File: config.mk
export PLATFORM = sky130hd
export DESIGN_NAME = decoder_nto2n_seq
export DESIGN_NICKNAME = d
export VERILOG_FILES = /design/src/rtl/decoder_nto2n_seq.sv
export SDC_FILE = /design/constraint.sdc
export NUM_CORES = 1
export LEC_CHECK = 0
export ABC_AREA = 1
export BUFFER_PORTS_ARGS = -buffer_cell sky130_fd_sc_hd__buf_4
export CAP_MARGIN = 5
export CORE_MARGIN = 2
export CORE_UTILIZATION = 30
export DETAILED_ROUTE_END_ITERATION = 8
export HOLD_SLACK_MARGIN = 0.05
export PLACE_DENSITY_LB_ADDON = 0.2
export SYNTH_ARGS = -nofsm -noshare
export SYNTH_HDL_FRONTEND = slang
export SYNTH_SLANG_ARGS = --single-unit
export TNS_END_PERCENT = 5
File: constraint.sdc
create_clock -name clk -period 1.3 [get_ports clk]
set_clock_uncertainty 0.05 [all_clocks]
set_input_delay 0.065 -clock clk [delete_from_list [all_inputs] [get_ports clk]]
set_output_delay 0.065 -clock clk [all_outputs]
set_load 0.02 [all_outputs]
File: src/rtl/decoder_nto2n_seq.sv
// Registered IN_W-to-2**IN_W one-hot decoder with latch, timed-pulse and
// wrapping-sweep modes behind a valid/ready command interface.
module decoder_nto2n_seq #(
   parameter  int IN_W      = 3,
   parameter  int PULSE_LEN = 1,
   localparam int OUT_W     = 2 ** IN_W
) (
   input  logic             clk,
   input  logic             rst_n,
   input  logic             in_valid,
   output logic             in_ready,
   input  logic [IN_W-1:0]  in,
   input  logic             enable,
   input  logic [1:0]       mode,
   input  logic             abort,
   output logic [OUT_W-1:0] out,
   output logic             busy,
   output logic             done
);

   localparam int CNT_W = $clog2(PULSE_LEN + 1);

   typedef enum logic [1:0] {
      S_IDLE,
      S_PULSE,
      S_SWEEP
   } state_t;

   typedef enum logic [1:0] {
      MODE_LATCH = 2'b00,
      MODE_PULSE = 2'b01,
      MODE_SWEEP = 2'b10,
      MODE_RSVD  = 2'b11
   } mode_t;

   state_t             state_q, state_d;
   logic [OUT_W-1:0]   out_d;
   logic               done_d;
   logic [CNT_W-1:0]   pulse_cnt_q, pulse_cnt_d;
   logic [IN_W-1:0]    sweep_idx_q, sweep_idx_d;
   logic [OUT_W-1:0]   one_hot;

   assign one_hot  = OUT_W'(1) << in;
   assign in_ready = (state_q == S_IDLE);
   assign busy     = (state_q != S_IDLE);

   always_comb begin
      // NOTE: every signal written here gets a default first, so no path can infer a latch.
      state_d     = state_q;
      out_d       = out;
      done_d      = 1'b0;
      pulse_cnt_d = pulse_cnt_q;
      sweep_idx_d = sweep_idx_q;

      if (abort) begin
         state_d     = S_IDLE;
         out_d       = '0;
         pulse_cnt_d = '0;
         sweep_idx_d = '0;
      end else begin
         unique case (state_q)
            S_IDLE: begin
               if (in_valid) begin
                  out_d       = '0;
                  pulse_cnt_d = '0;
                  sweep_idx_d = '0;
                  if (enable) begin
                     unique case (mode_t'(mode))
                        MODE_LATCH: out_d = one_hot;
                        MODE_PULSE: begin
                           out_d       = one_hot;
                           pulse_cnt_d = CNT_W'(1);
                           state_d     = S_PULSE;
                        end
                        MODE_SWEEP: begin
                           out_d   = one_hot;
                           state_d = S_SWEEP;
                        end
                        MODE_RSVD:  out_d = '0;
                     endcase
                  end
               end
            end
            S_PULSE: begin
               // The counter holds how many output cycles have already been shown.
               if (pulse_cnt_q == CNT_W'(PULSE_LEN)) begin
                  state_d     = S_IDLE;
                  out_d       = '0;
                  done_d      = 1'b1;
                  pulse_cnt_d = '0;
               end else begin
                  pulse_cnt_d = pulse_cnt_q + 1'b1;
               end
            end
            S_SWEEP: begin
               if (sweep_idx_q == IN_W'(OUT_W - 1)) begin
                  state_d     = S_IDLE;
                  out_d       = '0;
                  done_d      = 1'b1;
                  sweep_idx_d = '0;
               end else begin
                  // Rotating left walks the hot bit upward and wraps from the MSB to bit 0.
                  sweep_idx_d = sweep_idx_q + 1'b1;
                  out_d       = {out[OUT_W-2:0], out[OUT_W-1]};
               end
            end
            default: begin
               state_d = S_IDLE;
               out_d   = '0;
            end
         endcase
      end
   end

   // NOTE: sequential state uses non-blocking assignments so every register samples pre-edge values.
   always_ff @(posedge clk or negedge rst_n) begin
      if (!rst_n) begin
         state_q     <= S_IDLE;
         out         <= '0;
         done        <= 1'b0;
         pulse_cnt_q <= '0;
         sweep_idx_q <= '0;
      end else begin
         state_q     <= state_d;
         out         <= out_d;
         done        <= done_d;
         pulse_cnt_q <= pulse_cnt_d;
         sweep_idx_q <= sweep_idx_d;
      end
   end

endmodule
==> flow_summary.toml <==
[run_status]
outcome = "complete, but fails checks"
violations = "setup timing"

[synthesis]
avgSynthCellArea_sq_um = 7.01
muxShareOfSynthArea_pct = 0
ys.warnings.count = 0
synth-edff-count = 0
yosysTopAreaCell = "dfrtp_1"
synth_ff_type = "dfrtp_1"
yosys-top-cells-count = "60 x nand2_1, 17 x inv_1, 15 x dfrtp_1, 15 x nand3_1, 12 x nor2_1"
yosys.area_share.xor_xnor_pct = 0
synthDistinctLibCells = 18
netlist_area_sq_um = 1000
ys_ff_latch = 15
ys_seq_area_share_pct = 37.5
synth_top_family_by_area = "simple AND/OR/NAND/NOR gates"
synth_nets = 162
syn_inst = 143
synth_most_common_cell = "nand2_1"
yosys.area_share.adder_pct = 11.2
synth_area_leaders = "dfrtp_1 37%, nand2_1 22%, ha_1 11%"
synth_compound_area_share_pct = 3.37
synth-simple-area-share_pct = 39.7
ys_async_sr_fraction_pct = 100
synth_top_area_share_pct = 37.5

[detailed_routing]
route.antenna.remaining_nets = 0
routed_wl_microns = 2690
via_per_inst = 4.45
firstDrtPassIters = 5
vias = 1023
routedWlPerCell_microns = 11.7
drc = 0
drt_iter0_drc = 31

[sta]
period_needed_ns = 1.40
setup-violations-final = 15
hold_viol = 0
period_share_pct = 108
hold_ws_ns = 0.112
final_max_slew_viol_count = 0
relSlewSlack_pct = 81.4
fmax_mhz = 715
fin_ws_ns = -0.0989
tightest_slew_ns = 0.278
rsz0062_at_grt = "true"

[clocking]
cts_buffers = 3
clock_latency_ns = 0.29
ctsHtreeMaxLevel = 1
clock_path_buffers = 2
cts_tree = "yes"
cts.clk_slew.worst_paths_ns = 0.11
root_buffer = "clkbuf_4"
cts_sinks = 15

[floorplanning]
fp.dieW_microns = 61.8
die_h_microns = 61.8
die_area_sq_um = 3820
rows = 20
initial_core_util_pct = 32.0
core_sq_um = 3130
io_pins = 21

[placed_design]
post_dp_cell_area_sq_um = 1280
hpwl_microns = 1770
io_buffers = 20
gp_congestion = 0.737

[power]
power.switching_mw = 0.909
p_leak_nw = 0.841
peakVddDrop_mv = 0.446
power_frac_comb_pct = 60.9
p_clk_share_pct = 12.7
swShare_pct = 41.2
seq_power_share_pct = 26.4
p_int_mw = 1.30
power.density_nw_per_um2 = 1460

[grt]
grtUsageTotal_pct = 15.7
grt-busiest-layer = "met2"
grt_use_met1_pct = 20.3
antenna_found_initial = 0
grt_max_degree = 16
use_met3_pct = 2.48
grt_overflow = 0
grt_pass1_vias = 992
met2_usage_pct = 26.5
grt_pass1_wl_microns = 4330

[finish]
stdcell_area_sq_um = 1510
areaGrowthSynthToFinish_pct = 50.7
nets = 206
drive_above_1_share_pct = 39.2
nFillCells = 296
diodes = 0

[worst_setup_path]
crit_arrival_ns = 1.53
critPathRequiredTime_ns = 1.43
path_max_fanout = 3
critPathKind = "flip-flop to flip-flop"
end_kind = "flip-flop"
start_kind = "flip-flop"

[job]
max_cap_viol_count = 0

[min_path]
hp-class = "input pin to asynchronous set/reset pin"
worst paths after layout:
path | startpoint | end | slack, ns | depth (start not counted)
worst max-delay path | sweep_idx_q[1] | state_q[1] | -0.1 | 8
worst min-delay path | rst_n | out[4] | 0.11 | 2
worst max register to register | sweep_idx_q[1] | state_q[1] | -0.1 | 8
worst min register to register | out[1] | out[1] | 0.48 | 2
max in group asynchronous | rst_n | sweep_idx_q[0] | 0.90 | 2
min in group clk | enable | pulse_cnt_q | 0.11 | 5
metrics by stage:
stage	power (mW)	instances	TNS, ns	utilization [%]	worst slack (ns)
after floorplan	1.16	143	-0.729	-	-0.124
after global placement	1.51	215	-1.04	40.8	-0.112
after detailed placement	1.52	215	-1.39	40.8	-0.142
after CTS	2.10	229	-0.930	46.3	-0.0957
after global routing	2.37	230	-2.15	48.3	-0.156
final	2.21	230	-0.936	48.3	-0.0989
timing repair:
item                                   CTS  global route
cloned                                   1             0
setup endpoints to repair               16            16
endpoints found under the hold margin   16             0
pin swaps                               10            11
setup buffers                            7             1
hold buffers                             2             0
gates resized for setup                 20            17
critical path: stages, from the launching register on:
cell and delay, ns:
dfrtp_1 0.43, ha_4 0.19, ha_4 0.16, nor2_2 0.13, nand2_2 0.08, nand2_2 0.10, inv_2 0.04, nand3_1 0.06
nand2_1 0.05
state kept, by name, indices dropped and copies added (netlist names):
signal and count:
state_q 2, out 8, sweep_idx_q 3, done 1, pulse_cnt_q 1
final cells by class:
cell class                 instances  area [sq um]  share of cell area (%)
multi-input combinational        109           652                    43.2
sequential                        15           375                    24.9
timing repair buffer              39           324                    21.5
inverter                          19          76.3                    5.05
tap                               44          55.1                    3.65
clock buffer                       3          22.5                    1.49
clock inverter                     1          5.00                   0.331
metal layers:
| metal | wire length, microns | vias to the layer above |
|---|---|---|
| li1 | - | 530 |
| met1 | 1210 | 453 |
| met2 | 1310 | 36 |
| met3 | 125 | 4 |
| met4 | 44 | 0 |
| met5 | 0 | - |
layout by cell type, fill, tap and decap left out:
cell type       n
inv_4           2
inv_2           7
inv_1          10
dlygate4sd3_1   2
nor2_2          2
o21ai_0         2
ha_2            3
nand3_2         2
o21ai_2         1
a21oi_1         2
ha_4            3
nand2_2         7
nand2_8         1
nand2_1        53
o21ai_1         1
clkinv_2        1
buf_4          30
nor3_1          1
dfrtp_1        15
nand4_1         1
buf_6           7
ha_1            3
nand3_4         1
nand3_1        13
nor2_1         10
nor2_4          1
nand2_4         2
clkbuf_4        3
power by group through the flow:
stage	Combinational, mW	Clock, mW	Sequential, mW
floorplan	0.568	0	0.589
global placement	0.935	0	0.572
detailed placement	0.942	0	0.575
CTS	1.24	0.288	0.570
global route	1.47	0.317	0.590
finish	1.34	0.280	0.582
cells by family (layout without fill, tap and decap cells):
kind of cell | after synthesis | after routing
AND/OR/NAND/NOR | 93 | 94
AO/OA/AOI/OAI | 6 | 6
adder cells (fa/ha/maj) | 9 | 9
buffers and inverters | 20 | 62
flip-flops | 15 | 15
Power figures use the tool's default switching activity.
